## src/rtl/tank_sprite_rom_arbiter_pkg.sv

```systemverilog
// Shared types and sizes for the tank sprite ROM arbiter and its round-robin picker.
package tank_sprite_pkg;

    localparam int SPRITE_ADDR_W = 10;
    localparam int SPRITE_DATA_W = 4;
    localparam int NUM_REQ       = 2;

    typedef logic req_id_t;

    typedef struct packed {
        logic    valid;
        req_id_t id;
    } rsp_tag_t;

    typedef enum logic {
        UNLOCKED = 1'b0,
        LOCKED   = 1'b1
    } lock_state_t;

endpackage

```

## src/rtl/tank_sprite_rom_arbiter_rr_pick.sv

```systemverilog
// Combinational two-way round-robin picker; masked requesters are skipped unless nobody else wants the ROM.
module tank_sprite_rr_pick
    import tank_sprite_pkg::*;
(
    input  logic [1:0] valid,
    input  req_id_t    rr_ptr,
    input  logic [1:0] mask,
    output logic [1:0] grant
);

    logic [1:0] elig;

    always_comb begin
        elig  = valid & ~mask;
        grant = 2'b00;
        if (elig == 2'b00) begin
            elig = valid;
        end
        if (rr_ptr == 1'b0) begin
            if (elig[0])      grant = 2'b01;
            else if (elig[1]) grant = 2'b10;
        end else begin
            if (elig[1])      grant = 2'b10;
            else if (elig[0]) grant = 2'b01;
        end
    end

endmodule

```

## src/rtl/tank_sprite_rom_arbiter.sv

```systemverilog
// Shares one synchronous tank sprite ROM between two renderers with round-robin and a bounded lock.
// Build option TANK_ROM_OUTREG_EN adds an internal register on rom_q (two-cycle response latency).
module tank_sprite_rom_arbiter
    import tank_sprite_pkg::*;
#(
    parameter int ADDR_W   = SPRITE_ADDR_W,
    parameter int DATA_W   = SPRITE_DATA_W,
    parameter int MAX_LOCK = 8
) (
    input  logic                vga_clk,
    input  logic                reset_n,
    input  logic [1:0]          req_valid,
    input  logic [2*ADDR_W-1:0] req_addr,
    input  logic [1:0]          req_lock,
    output logic [1:0]          req_ready,
    output logic [1:0]          rsp_valid,
    output logic [DATA_W-1:0]   rsp_data,
    output logic [ADDR_W-1:0]   rom_address,
    input  logic [DATA_W-1:0]   rom_q
);

    localparam logic [7:0] MAX_LOCK_C = 8'(MAX_LOCK);

    lock_state_t state_q, state_d;
    req_id_t     owner_q, owner_d;
    req_id_t     rr_ptr_q, rr_ptr_d;
    logic [7:0]  lock_cnt_q, lock_cnt_d, cnt_next;
    logic        force_rel_q, force_rel_d;

    logic        hold_owner;
    logic [1:0]  mask;
    logic [1:0]  pick_grant;
    logic [1:0]  grant;
    logic        xfer;
    req_id_t     gid;

    function automatic logic [7:0] sat_inc(input logic [7:0] c);
        return (c >= MAX_LOCK_C) ? MAX_LOCK_C : c + 8'd1;
    endfunction

    // The owner keeps the ROM only while it is both requesting and still asking for the lock.
    assign hold_owner = (state_q == LOCKED) && req_valid[owner_q] && req_lock[owner_q];
    assign mask       = force_rel_q ? (2'b01 << owner_q) : 2'b00;

    tank_sprite_rr_pick u_pick (
        .valid  (req_valid),
        .rr_ptr (rr_ptr_q),
        .mask   (mask),
        .grant  (pick_grant)
    );

    assign grant     = hold_owner ? (2'b01 << owner_q) : pick_grant;
    assign req_ready = grant;
    assign xfer      = |grant;
    assign gid       = grant[1];

    always_comb begin
        rom_address = '0;
        if (grant[0])      rom_address = req_addr[0 +: ADDR_W];
        else if (grant[1]) rom_address = req_addr[ADDR_W +: ADDR_W];
    end

    always_comb begin
        state_d     = UNLOCKED;
        owner_d     = owner_q;
        lock_cnt_d  = '0;
        force_rel_d = 1'b0;
        rr_ptr_d    = rr_ptr_q;
        cnt_next    = '0;
        if (xfer) begin
            rr_ptr_d = ~gid;
            if (req_lock[gid]) begin
                cnt_next = hold_owner ? sat_inc(lock_cnt_q) : 8'd1;
                owner_d  = gid;
                if (cnt_next >= MAX_LOCK_C) begin
                    force_rel_d = 1'b1;
                end else begin
                    state_d    = LOCKED;
                    lock_cnt_d = cnt_next;
                end
            end
        end
    end

    always_ff @(posedge vga_clk or negedge reset_n) begin
        if (!reset_n) begin
            state_q     <= UNLOCKED;
            owner_q     <= 1'b0;
            rr_ptr_q    <= 1'b0;
            lock_cnt_q  <= '0;
            force_rel_q <= 1'b0;
        end else begin
            state_q     <= state_d;
            owner_q     <= owner_d;
            rr_ptr_q    <= rr_ptr_d;
            lock_cnt_q  <= lock_cnt_d;
            force_rel_q <= force_rel_d;
        end
    end

    // Stage p0: tag for the ROM read issued this cycle
    rsp_tag_t          tag_p0;
    rsp_tag_t          tag_out;
    logic [DATA_W-1:0] data_out;

    always_ff @(posedge vga_clk or negedge reset_n) begin
        if (!reset_n) tag_p0 <= '0;
        else          tag_p0 <= '{valid: xfer, id: gid};
    end

`ifdef TANK_ROM_OUTREG_EN
    // Stage p1: registered ROM data with its tag
    rsp_tag_t          tag_p1;
    logic [DATA_W-1:0] rom_q_p1;

    always_ff @(posedge vga_clk or negedge reset_n) begin
        if (!reset_n) tag_p1 <= '0;
        else          tag_p1 <= tag_p0;
    end

    always_ff @(posedge vga_clk) begin
        rom_q_p1 <= rom_q;
    end

    assign tag_out  = tag_p1;
    assign data_out = rom_q_p1;
`else
    assign tag_out  = tag_p0;
    assign data_out = rom_q;
`endif

    assign rsp_valid = tag_out.valid ? (2'b01 << tag_out.id) : 2'b00;
    assign rsp_data  = tag_out.valid ? data_out : '0;

endmodule

```

## config.mk

```make
export PLATFORM = sky130hd
export DESIGN_NAME = tank_sprite_rom_arbiter
export DESIGN_NICKNAME = d
export VERILOG_FILES = /design/src/rtl/tank_sprite_rom_arbiter_pkg.sv /design/src/rtl/tank_sprite_rom_arbiter_rr_pick.sv /design/src/rtl/tank_sprite_rom_arbiter.sv
export SDC_FILE = /design/constraint.sdc
export NUM_CORES = 1
export LEC_CHECK = 0
export ABC_AREA = 1
export CAP_MARGIN = 20
export CORE_MARGIN = 2
export CORE_UTILIZATION = 33
export DETAILED_ROUTE_END_ITERATION = 8
export GPL_TIMING_DRIVEN = 0
export PLACE_DENSITY = 0.86
export SYNTH_ARGS = -nofsm -noshare
export SYNTH_HDL_FRONTEND = slang
export SYNTH_SLANG_ARGS = --single-unit
```

## constraint.sdc

```tcl
create_clock -name vga_clk -period 1.3 [get_ports vga_clk]
set_input_delay 0.26 -clock vga_clk [delete_from_list [all_inputs] [get_ports vga_clk]]
set_output_delay 0.26 -clock vga_clk [all_outputs]
set_load 0.005 [all_outputs]
```

==> results of run 1 <==
logic make-up after synthesis:
| logic type | after synthesis |
|---|---|
| AO/OA/AOI/OAI | 2 |
| XOR/XNOR | 1 |
| adder cells (fa/ha/maj) | 2 |
| buffers and inverters | 21 |
| flip-flops | 14 |
| other | 1 |
| AND/OR/NAND/NOR | 70 |
metrics by stage:
| stage | total power, µW | setup TNS, ns | utilization (%) |
|---|---|---|---|
| final | 1560 | -10.74 | 66.5 |
| after global routing | 1650 | -12.83 | 66.5 |
| after CTS | 1480 | -10.15 | 62.9 |
| after detailed placement | 1110 | -16.28 | 58.4 |
| after global placement | 1080 | -15.13 | 58.4 |
| after floorplan | 765 | -1.12 | - |
flip-flops by register name, indices dropped and copies added, names as in the netlist:
signal / cells
state_q: 1
rr_ptr_q: 1
owner_q: 1
lock_cnt_q: 8
tag_out: 2
force_rel_q: 1
cell type report:
cell class,instances,area (µm²)
repair buffers,62,541
inverters,19,71.3
clock buffers,4,36.3
fillers,195,756
flip-flops and latches,14,352
well taps,28,35.0
plain buffers,2,22.5
multi-input cells,80,442
synthesized netlist by cell type:
library cell,count,area [µm²]
nand2_1,43,161
xor2_1,1,8.76
nand3_2,2,20.0
nand4_1,3,18.8
a21oi_1,1,5.00
buf_2,1,5.00
ha_1,2,25.0
nand2_4,1,11.3
nand3_1,11,55.1
conb_1,1,3.75
inv_2,3,11.3
dfrtp_1,14,350
nor2_1,7,26.3
o21ai_0,1,5.00
buf_6,1,11.3
inv_1,16,60.1
nand2_2,3,18.8
power groups by stage:
stage / sequential (µW) / clock [µW] / combinational, µW
after floorplan: 522 / 0 / 243
after global placement: 528 / 0 / 552
after detailed placement: 532 / 0 / 574
after CTS: 529 / 327 / 625
after global routing: 538 / 344 / 768
final: 532 / 321 / 705
how the worst max path moves through the flow:
stage                         from             end  slack (ns)  cells past startpoint
2_1_floorplan  owner_q$_DFFE_PN0P_  rom_address[0]       -0.12                     12
3_3_place_gp           req_lock[1]  rom_address[0]       -1.05                     13
3_5_place_dp           req_lock[1]  rom_address[8]       -1.13                     13
4_1_cts        owner_q$_DFFE_PN0P_  rom_address[8]       -0.78                     14
5_1_grt        owner_q$_DFFE_PN0P_  rom_address[5]       -0.89                     14
6_report       owner_q$_DFFE_PN0P_  rom_address[8]       -0.77                     14
layer usage:
layer  vias to the layer above  wire length (µm)  GRT usage, %
met3                         6               105          3.95
met1                       466               954          18.3
met2                        18              1670          40.6
met4                         0                47          6.84
met5                         -                 0             0
li1                        471                 -             -
worst max-delay path, stage by stage (launching register included):
cell	delay [ns]
dfrtp_2	0.46
inv_2	0.08
nand3_2	0.07
nand2_2	0.11
nand2_4	0.08
nand3_4	0.08
nand2_4	0.06
inv_2	0.05
nand2_2	0.05
inv_2	0.05
buf_6	0.10
buf_6	0.11
nand2_2	0.05
nand2_2	0.07
buf_6	0.10
what timing repair did:
item / in CTS / in global routing
endpoints found under the setup margin: 23 / 25
setup buffers: 9 / 5
pin swaps: 7 / 8
hold endpoints to repair: 0 / 0
cloned: 1 / 0
gates resized for setup: 89 / 23
==> impl_metrics.py, run 1 <==
metrics = {
    "outcome": {
        "outcome": "finished with violations",
        "violations": "negative setup slack",
    },
    "global_route": {
        "grt_overflow": 0,
        "grt_pass1_vias": 935,
        "grt_pass1_wl_mm": 3.96,
        "antenna_found_initial": 0,
        "grt_usage_pct": 19.6,
        "grt_max_degree": 15,
    },
    "sta": {
        "setup_viol": 23,
        "slew_headroom_pct": 58.8,
        "slew_violations": 0,
        "setup_ws_ns": -0.775,
        "finalCritPeriodShare_pct": 160,
        "skew_ns": 0.00694,
        "tightest_slew_ns": 0.615,
        "layout_min_cycle_time_ns": 2.07,
        "clock.fmax_mhz": 482,
        "hold_violations": 0,
        "holdWs_ns": 0.346,
        "rsz0062_at_grt": "true",
    },
    "clock_tree": {
        "cts_buffers": 3,
        "cts.clk_slew.worst_paths_ns": 0.09,
        "cts_sinks": 14,
        "cts_buffer_depth": 2,
        "clock-root-buffer": "clkbuf_4",
        "tritoncts": "built",
        "clock_latency_ns": 0.29,
        "hold_buffers": 0,
        "htreeDepth": 1,
    },
    "power_and_ir_drop": {
        "power_frac_clock_pct": 20.6,
        "pwr-share-seq_pct": 34.2,
        "power_per_cell_area_nw_per_um2": 1040,
        "power_frac_comb_pct": 45.2,
        "swShare_pct": 33.7,
        "irDropWorstVdd_uv": 876,
        "leakagePower_uw": 0.000836,
        "p_switching_uw": 525,
        "intPower_uw": 1030,
    },
    "min_path": {
        "hp-class": "primary input to asynchronous set/reset pin",
    },
    "yosys": {
        "synth_compound_area_share_pct": 1.26,
        "synth_area_um2": 797,
        "syn_inst": 111,
        "synth-xor-area-share_pct": 1.10,
        "synthAdderAreaFrac_pct": 3.14,
        "synth-seq-cells": 14,
        "avgSynthCellArea_um2": 7.18,
        "ys_seq_area_share_pct": 44.0,
        "synthMuxAreaShare_pct": 0,
        "synth_cell_types": 17,
        "synth-simple-area-share_pct": 39.1,
        "synth_top_family_by_area": "simple AND/OR/NAND/NOR gates",
        "yosysWarningCount": 0,
    },
    "routing": {
        "vias_per_cell": 4.60,
        "vias": 961,
        "routed_wirelength_mm": 2.78,
        "wl_per_cell_um": 13.3,
        "first_iter_violations": 13,
        "antenna_left": 0,
        "dr.pass1.iters": 3,
        "drc": 0,
    },
    "place": {
        "preCtsSetupSlack_ns": -1.13,
        "port_buffers": 47,
        "post_dp_cell_area_um2": 1320,
        "gp_congestion": 0.871,
        "hpwl_mm": 1.90,
        "dpl.cell_count": 190,
    },
    "final_layout": {
        "syn2layout_area_growth_pct": 88.1,
        "drive_gt1_share_pct": 39.2,
        "layout_commonest_cell": "nand2_1",
        "antennaDiodeCount": 0,
        "fin_area_um2": 1500,
        "final_cell_mix": "30 x nand2_1, 26 x clkdlybuf4s50_1, 15 x nand2_2",
        "instances_no_fill": 209,
        "fin_nets": 214,
    },
    "floorplan": {
        "fp.dieH_um": 53.1,
        "io_pins": 48,
        "initial_utilization_pct": 35.3,
        "fp.dieArea_um2": 2820,
        "die_w_um": 53.1,
        "core_um2": 2250,
        "row_count": 17,
    },
    "worst_setup_path": {
        "critical_path_arrival_ns": 1.81,
        "worst_setup_path_end_kind": "output port",
        "cp-start-kind": "flip-flop",
        "crit_required_ns": 1.04,
        "regToRegSetupSlack_ns": -0.32,
        "r2r-start": "owner_q$_DFFE_PN0P_",
        "r2r_cells": 9,
        "path_max_fanout": 6,
        "critical_path_class": "flip-flop to output port",
        "r2r_end": "lock_cnt_q[1]$_DFF_PN0_",
    },
    "flow_run": {
        "max_cap_violations": 0,
    },
}
Power figures use the tool's default switching activity.
==> run 2, diff against run 1 <==
--- a/config.mk
+++ b/config.mk
@@ -8,10 +8,10 @@
 export ABC_AREA = 1
 export CAP_MARGIN = 20
 export CORE_MARGIN = 2
-export CORE_UTILIZATION = 33
+export CORE_UTILIZATION = 39
 export DETAILED_ROUTE_END_ITERATION = 8
 export GPL_TIMING_DRIVEN = 0
-export PLACE_DENSITY = 0.86
+export PLACE_DENSITY = 0.94
 export SYNTH_ARGS = -nofsm -noshare
 export SYNTH_HDL_FRONTEND = slang
 export SYNTH_SLANG_ARGS = --single-unit
==> constraint.sdc (replaced) <==
create_clock -name vga_clk -period 2.4 [get_ports vga_clk]
set_input_delay 0.48 -clock vga_clk [delete_from_list [all_inputs] [get_ports vga_clk]]
set_output_delay 0.48 -clock vga_clk [all_outputs]
set_load 0.005 [all_outputs]
==> run 2 against run 1 <==
The flow now finishes without violations. Worst setup slack gained 0.81 ns. Sequential share of layout area grew 1.7 points. Global-route usage down 0.57 points. Register-to-register slack better by 1.2 ns. Utilization grew 5.2 points. Clock skew fell by 0.0056 ns. Die area is 14% lower. Wire length fell by 11%. Hold slack better by 0.22 ns. Non-clock buffer count down 10. Clock power is 62% lower. Critical path type is now primary input to output port. Critical endpoint is now rom_address[1].
==> impl_metrics.py, run 2 (synthesized netlist as in run 1, its figures left out) <==
metrics = {
    "global_route": {
        "grt_max_degree": 15,
        "grt_pass1_vias": 889,
        "grt_overflow": 0,
        "grt_usage_pct": 19.0,
        "antenna_found_initial": 0,
        "grt_pass1_wl_mm": 3.71,
    },
    "clock_tree": {
        "htreeDepth": 1,
        "tritoncts": "built",
        "cts.clk_slew.worst_paths_ns": 0.07,
        "clock-root-buffer": "clkbuf_4",
        "cts_buffers": 3,
        "cts_sinks": 14,
        "cts_buffer_depth": 2,
        "clock_latency_ns": 0.27,
    },
    "routing": {
        "drc": 0,
        "vias_per_cell": 4.59,
        "first_iter_violations": 26,
        "routed_wirelength_mm": 2.46,
        "wl_met1_um": 996,
        "vias": 905,
        "wl_met3_um": 109,
        "top_layer": "met4",
        "antenna_left": 0,
        "wl_met2_mm": 1.31,
        "dr.pass1.iters": 4,
        "wl_per_cell_um": 12.5,
    },
    "worst_setup_path": {
        "crit_buf_inv": 5,
        "crit_slowest_cell": "dlygate4sd2_1",
        "critPathTopFamily": "buffers and inverters",
        "worst_setup_path_end_kind": "output port",
        "r2r_cells": 11,
        "crit_chain": "dlygate4sd2_1, nand3_1, nand2_2, nand2_4, nand3_4, nand2_4, inv_2, nand2_2, inv_4, buf_6, nand2_1, nand2_1, dlygate4sd2_1",
        "cp.depth": 13,
        "critical_path_class": "primary input to output port",
        "critical_path_arrival_ns": 1.88,
        "cp-start-kind": "primary input",
        "crit_required_ns": 1.92,
        "max_stage_delay_ns": 0.26,
        "path_max_fanout": 5,
    },
    "final_layout": {
        "drive_gt1_share_pct": 15.3,
        "utilization_pct": 71.6,
        "layout_commonest_cell": "nand2_1",
        "fin_area_um2": 1390,
        "fin_nets": 204,
        "final_cell_mix": "43 x nand2_1, 31 x clkdlybuf4s50_1, 16 x inv_1",
        "regMostFlops": "lock_cnt_q",
        "antennaDiodeCount": 0,
        "syn2layout_area_growth_pct": 74.6,
        "largest_register_ffs": 8,
    },
    "floorplan": {
        "die_w_um": 49.2,
        "initial_utilization_pct": 41.0,
        "row_count": 16,
        "fp.dieArea_um2": 2420,
        "fp.dieH_um": 49.2,
        "io_pins": 48,
        "core_um2": 1940,
    },
    "sta": {
        "finalCritPeriodShare_pct": 98.4,
        "skew_ns": 0.00132,
        "clock.fmax_mhz": 423,
        "setup_viol": 0,
        "layout_min_cycle_time_ns": 2.36,
        "slew_violations": 0,
        "rsz0062_at_grt": "true",
        "setup_ws_ns": 0.0387,
        "hold_violations": 0,
        "tightest_slew_ns": 0.591,
        "slew_headroom_pct": 60.5,
    },
    "flow_run": {
        "max_cap_violations": 0,
    },
    "power_and_ir_drop": {
        "power_per_cell_area_nw_per_um2": 533,
        "irDropWorstVdd_uv": 502,
        "leakagePower_uw": 0.000774,
        "total_power_uw": 742,
    },
    "place": {
        "gp_congestion": 0.794,
        "post_dp_cell_area_um2": 1320,
        "preCtsSetupSlack_ns": -0.439,
        "port_buffers": 47,
        "hpwl_mm": 1.65,
    },
    "min_path": {
        "hp-class": "flip-flop to flip-flop",
        "hold_depth": 3,
    },
    "outcome": {
        "outcome": "finished, final reports clean",
    },
}
[run 2: changes by cell type in the layout (fill, tap and decap cells not counted), moves of 5 or more]
cell             before  now
nand2_2              15    2
buf_2                14    0
buf_6                12    3
buf_4                 9    4
nand2_1              30   43
clkdlybuf4s15_1       0    5
inv_2                 7    2
clkdlybuf4s50_1      26   31
[run 2: cell type report]
cell class,count,area (µm²)
fill,143,551
timing repair buffer,52,487
multi-input combinational,80,402
sequential,14,350
inverter,19,73.8
tap,27,33.8
clock buffer,3,22.5
buffer,2,22.5
[run 2: final timing paths]
path                                    startpoint                       to  slack, ns
hold / removal             lock_cnt_q[3]$_DFF_PN0_  lock_cnt_q[2]$_DFF_PN0_       0.57
hold reg to reg            lock_cnt_q[3]$_DFF_PN0_  lock_cnt_q[2]$_DFF_PN0_       0.57
setup reg to reg               owner_q$_DFFE_PN0P_      owner_q$_DFFE_PN0P_       0.86
min in group asynchronous                  reset_n  lock_cnt_q[5]$_DFF_PN0_       0.58
setup / recovery                      req_valid[1]           rom_address[1]       0.04
max in group asynchronous                  reset_n        state_q$_DFF_PN0_       1.43
[run 2: per-layer routing]
layer | vias up | track usage, %
met5 | - | 0
met4 | 0 | 6.19
met3 | 7 | 3.07
met2 | 33 | 34.9
met1 | 414 | 22.2
li1 | 451 | -
[run 2: timing repair]
action                                  CTS  global route
hold buffers                              0             0
buffers inserted                          0             4
pin swaps                                 2             2
endpoints found under the setup margin   12            10
cloned                                    1             0
resized for setup                        19            20
[run 2: worst register-to-register path: cells and delay by family, from the launching register on]
| family | cells | cell delay (ns) |
|---|---|---|
| AND/OR/NAND/NOR | 9 | 0.76 |
| buffers and inverters | 2 | 0.23 |
| flip-flops | 1 | 0.44 |
[run 2: metrics by stage]
step	cells	TNS (ns)	hold WS (ns)
6_report	197	0	0.567
3_5_place_dp	189	-4.68	0.529
3_3_place_gp	189	-4.26	0.530
2_1_floorplan	115	0	0.184
4_1_cts	193	0	0.542
5_1_grt	197	-0.394	0.590
[run 2: report_power, final]
part / leakage, µW / switching, µW / total (µW) / internal (µW)
logic: 0.000589 / 157 / 331 / 174
clock network: 0.0000138 / 64.5 / 123 / 58.0
registers: 0.000171 / 24.9 / 289 / 264
total: 0.000774 / 246 / 742 / 496
==> run 3, diff against run 2 <==
--- a/config.mk
+++ b/config.mk
@@ -6,7 +6,7 @@
 export NUM_CORES = 1
 export LEC_CHECK = 0
 export ABC_AREA = 1
-export CAP_MARGIN = 20
+export CAP_MARGIN = 10
 export CORE_MARGIN = 2
 export CORE_UTILIZATION = 39
 export DETAILED_ROUTE_END_ITERATION = 8
==> constraint.sdc (replaced) <==
create_clock -name vga_clk -period 3.06 [get_ports vga_clk]
set_input_delay 0.612 -clock vga_clk [delete_from_list [all_inputs] [get_ports vga_clk]]
set_output_delay 0.612 -clock vga_clk [all_outputs]
set_load 0.005 [all_outputs]
==> run 3 against run 2 <==
Register-to-register slack gained 0.83 ns. Sequential power fell by 23%. Combinational power is 28% lower. Clock-buffer cell count did not move. Utilization down 2.1 points. Sequential share of layout area grew 0.75 points. Via count fell by 6.6%. Critical path type unchanged. Largest cell class unchanged. Largest power group unchanged.
==> impl_metrics.py, run 3 (synthesized netlist as in run 1, its figures left out) <==
metrics = {
    "routing": {
        "vias": 845,
        "dr.pass1.iters": 4,
        "first_iter_violations": 19,
        "routed_wirelength_mm": 2.07,
        "drc": 0,
        "wl_per_cell_um": 10.8,
        "vias_per_cell": 4.40,
        "antenna_left": 0,
    },
    "final_layout": {
        "fin_area_um2": 1350,
        "final-seq-area_um2": 350,
        "drive_gt1_share_pct": 8.48,
        "syn2layout_area_growth_pct": 69.5,
        "antennaDiodeCount": 0,
        "layout_commonest_cell": "nand2_1",
        "largest_register_ffs": 8,
        "fin_nets": 199,
        "fillers": 144,
        "multi_input_area_um2": 387,
        "final_cell_mix": "43 x nand2_1, 39 x clkdlybuf4s50_1, 16 x inv_1",
        "regMostFlops": "lock_cnt_q",
    },
    "worst_setup_path": {
        "regToRegSetupSlack_ns": 1.69,
        "path_max_fanout": 10,
        "cp-start-kind": "primary input",
        "worst_setup_path_end_kind": "output port",
        "critical_path_arrival_ns": 2.22,
        "critical_path_class": "primary input to output port",
        "r2r-start": "owner_q$_DFFE_PN0P_",
        "crit_required_ns": 2.45,
        "cp-startpoint": "req_valid[0]",
    },
    "clock_tree": {
        "cts_sinks": 14,
        "clock_latency_ns": 0.26,
        "cts_buffers": 3,
        "post_cts_buffers": 0,
        "hold_buffers": 0,
        "clock-root-buffer": "clkbuf_4",
        "cts.clk_slew.worst_paths_ns": 0.07,
        "htreeDepth": 1,
        "cts_buffer_depth": 2,
        "tritoncts": "built",
    },
    "sta": {
        "slew_violations": 0,
        "finalCritPeriodShare_pct": 92.7,
        "slew_headroom_pct": 61.7,
        "hold_violations": 0,
        "skew_ns": 0.00343,
        "clock.fmax_mhz": 353,
        "rsz0062_at_grt": "false",
        "setup_viol": 0,
        "tightest_slew_ns": 0.573,
        "layout_min_cycle_time_ns": 2.84,
        "final.setup.tns_ns": 0,
    },
    "floorplan": {
        "row_count": 16,
        "die_w_um": 49.2,
        "io_pins": 48,
        "initial_utilization_pct": 41.0,
        "fp.dieH_um": 49.2,
        "fp.dieArea_um2": 2420,
        "core_um2": 1940,
    },
    "power_and_ir_drop": {
        "pwr-share-seq_pct": 40.4,
        "swShare_pct": 30.9,
        "irDropWorstVdd_uv": 353,
        "leakagePower_uw": 0.000747,
        "power_frac_clock_pct": 16.7,
        "power_frac_comb_pct": 42.9,
        "p_switching_uw": 171,
        "power_per_cell_area_nw_per_um2": 410,
        "intPower_uw": 383,
    },
    "global_route": {
        "grt_pass1_wl_mm": 3.48,
        "grt_usage_pct": 17.9,
        "grt_max_degree": 15,
        "grt_pass1_vias": 861,
        "grt_overflow": 0,
        "antenna_found_initial": 0,
    },
    "min_path": {
        "hold_start": "rr_ptr_q$_DFFE_PN0P_",
        "hp-class": "flip-flop to flip-flop",
    },
    "flow_run": {
        "max_cap_violations": 0,
    },
    "place": {
        "post_dp_cell_area_um2": 1320,
        "gp_congestion": 0.794,
        "port_buffers": 47,
        "hpwl_mm": 1.65,
    },
    "outcome": {
        "outcome": "finished, final reports clean",
    },
}
-- run 3: changes by cell type in the layout (fill, tap and decap cells not counted), sizes merged --
cell | before | now
clkdlybuf4s15 | 5 | 0
clkdlybuf4s50 | 31 | 39
clkbuf | 7 | 4
dlymetal6s2s | 1 | 2
buf | 7 | 1
-- run 3: power groups by stage --
| stage | sequential, µW | combinational (µW) | clock, µW |
|---|---|---|---|
| finish | 223 | 237 | 92.6 |
| global route | 226 | 264 | 104 |
| floorplan | 222 | 103 | 0 |
| CTS | 222 | 232 | 96.7 |
| detailed placement | 225 | 240 | 0 |
| global placement | 224 | 232 | 0 |
-- run 3: what timing repair did --
action	in CTS	in global routing
endpoints found under the setup margin	9	6
gates resized for setup	6	5
gates cloned	0	0
pin swaps	0	1
-- run 3: layer usage --
layer	part of all wire [%]	track usage (%)	vias to the layer above
li1	-	-	443
met4	0.87	5.71	0
met1	40	20.9	375
met3	4.6	2.15	2
met2	54	33.3	25
met5	0	0	-
-- run 3: final cells by class --
class / instances / share of cell area (%)
buffer: 2 / 1.39
timing repair buffer: 47 / 34.6
inverter: 19 / 5.28
multi-input combinational: 80 / 28.6
clock buffer: 3 / 1.67
tap: 27 / 2.50
sequential: 14 / 25.9
-- run 3: final timing paths --
path                                            to  cells after the start
min reg2reg                   rr_ptr_q$_DFFE_PN0P_                      2
min                           rr_ptr_q$_DFFE_PN0P_                      2
max reg2reg                lock_cnt_q[1]$_DFF_PN0_                      7
max                                 rom_address[1]                     13
min in group asynchronous  lock_cnt_q[4]$_DFF_PN0_                      1
max in group asynchronous     tag_out[1]$_DFF_PN0_                      1
-- run 3: critical path: stages --
cell and delay, ns:
dlygate4sd2_1 0.28, nand3_1 0.09, nand2_1 0.09, inv_1 0.08, nand3_4 0.10, nand2_4 0.07, inv_2 0.06, nand2_2 0.05
inv_2 0.06, buf_6 0.12, nand2_1 0.06, nand2_1 0.05, clkdlybuf4s50_1 0.49
-- run 3: metrics by stage --
step | total power, µW | utilization [%] | worst slack [ns] | hold slack, ns | cells
global route | 595 | 69.6 | 0.0638 | 0.590 | 192
finish | 554 | 69.6 | 0.223 | 0.543 | 192
CTS | 551 | 68.6 | 0.000180 | 0.542 | 192
global placement | 456 | 67.8 | 0.00240 | 0.530 | 189
detailed placement | 465 | 67.8 | -0.0434 | 0.529 | 189
floorplan | 325 | - | 1.09 | 0.316 | 115
==> RTL edit (settings of run 1) <==
Set the package constant `SPRITE_DATA_W` to 6 (it was 4).
--- a/src/rtl/tank_sprite_rom_arbiter_pkg.sv
+++ b/src/rtl/tank_sprite_rom_arbiter_pkg.sv
@@ -4,3 +4,3 @@
     localparam int SPRITE_ADDR_W = 10;
-    localparam int SPRITE_DATA_W = 4;
+    localparam int SPRITE_DATA_W = 6;
     localparam int NUM_REQ       = 2;
Ports: changed (resized rom_q and rsp_data); port bits go from 48 to 52. No check against the original RTL was run, so the function may have changed too.
==> RTL edit against run 1 <==
  * The flow still finishes with violations (negative setup slack)
  * Setup slack worse by 34 ps
  * Critical path depth stayed put
  * Fmax is 1.6% lower
  * Cell area is 8.0% higher
  * Clock power is 29% lower
  * Power is 0.61% higher
  * Synthesized area is 2.7% higher
  * First-iteration DRC count is 31% higher
  * Global-route usage is 1.5 points lower
  * Non-clock buffer count is 6 higher
  * Wire length is 8.4% higher
  * Sequential cell count stayed put
  * Largest cell class unchanged
==> RTL edit: results (changes against run 1) <==
[power_and_ir_drop]
powerClk_uw = 228  ; -29%
p_total_uw = 1568  ; +0.61%
p_seq_uw = 534  ; about the same
p_sw_uw = 547.6  ; +4.4%
peakVddDrop_mv = 0.7735  ; -12%

[placed_design]
dpl_cell_area_um2 = 1381  ; +4.8%
place.gp.congestion = 0.8165  ; -6.3%
portBuffers = 51  ; +8.5%
place_hpwl_um = 1802  ; -5.1%

[clock_network]
cts_root_buffer = clkbuf_4
path_clk_slew_ps = 80
clk-insertion-delay-late_ps = 270  ; -20 ps

[timing]
setup_violations = 23  ; unchanged
worst_slew_pin_slew_ps = 610.8  ; -4.571 ps
hold_slack_ps = 371.1  ; +25.60 ps
worst_slack_ps = -808.2  ; -33.57 ps
finClkSkew_ps = 8.896  ; +1.953 ps

[route]
vias = 1007  ; +4.8%
drt-pass1-iter-count = 4  ; +1
drtIter0Drc = 17  ; +4
routed_wl_um = 3010  ; +8.4%

[synthesis]
yosysSeqAreaShare = 0.4281  ; -0.01143
synth.distinct_cells = 18  ; +1
synth_xor_area_frac = 0  ; -0.01099
yosys-top-cells-area = dfrtp_1, nand2_1, inv_1, nand3_1, nor2_1
synth_fa_ha_area_frac = 0.03058  ; -0.0008161
synth_common_cells = nand2_1, inv_1, dfrtp_1

[critical_path]
r2r_slack_ps = -360  ; -40 ps
crit_end = rom_address[6]
crit_fanout = 5  ; -1
critPathCaptureType = output port

[global_route]
first_global_vias = 895  ; -4.3%
track_usage = 0.1814  ; -0.01455

[status]
status = finished, violations left
violations = negative setup slack

[finish]
drive_above_1_share = 0.4346  ; +0.04229
fin_nets = 227  ; +6.1%

==> RTL edit: what timing repair did <==
action / CTS / global route
setup buffers: 12 / 5
pin swaps: 10 / 13
setup endpoints to repair: 24 / 27
gates cloned: 2 / 0
resized for setup: 102 / 37
==> RTL edit: layout make-up <==
type / count / area, µm²
clock buffers: 3 / 22.52
well taps: 30 / 37.54
inverters: 21 / 83.83
flip-flops and latches: 14 / 351.6
repair buffers: 68 / 605.6
fillers: 196 / 790.8
plain buffers: 2 / 22.52
multi-input cells: 83 / 495.5
==> RTL edit: metrics by stage <==
stage | worst slack [ps] | TNS, ps | instances
finish | -808.2 | -10490 | 221
global route | -917.3 | -12500 | 221
CTS | -740.7 | -8812 | 218
detailed placement | -1116 | -17100 | 202
global placement | -1057 | -16170 | 202
floorplan | -122.4 | -1119 | 121
==> RTL edit: cells by family after synthesis <==
group	Yosys count
AOI/OAI and AO/OA	2
adders and majority gates	2
buffers and inverters	24
DFF	14
other	1
and+or+nand+nor	74
==> RTL edit: worst max-delay path, cell delays in order, from the launching register on <==
cell and delay [ps]:
dfrtp_1 440, inv_2 130, nand3_4 80, nand2_4 100
nand2_4 70, nand3_4 90, nand2_4 70, inv_4 50
nand2_4 50, inv_4 80, buf_6 120, buf_6 100
nand2_2 40, nand2_1 50, buf_2 110
==> RTL edit: routing by layer <==
layer | GRT usage | vias to the layer above | share of wire
met5 | 0 | - | 0
met4 | 0.04701 | 0 | 0.013
met3 | 0.03333 | 4 | 0.044
met2 | 0.3415 | 29 | 0.56
met1 | 0.2070 | 480 | 0.39
li1 | - | 494 | -
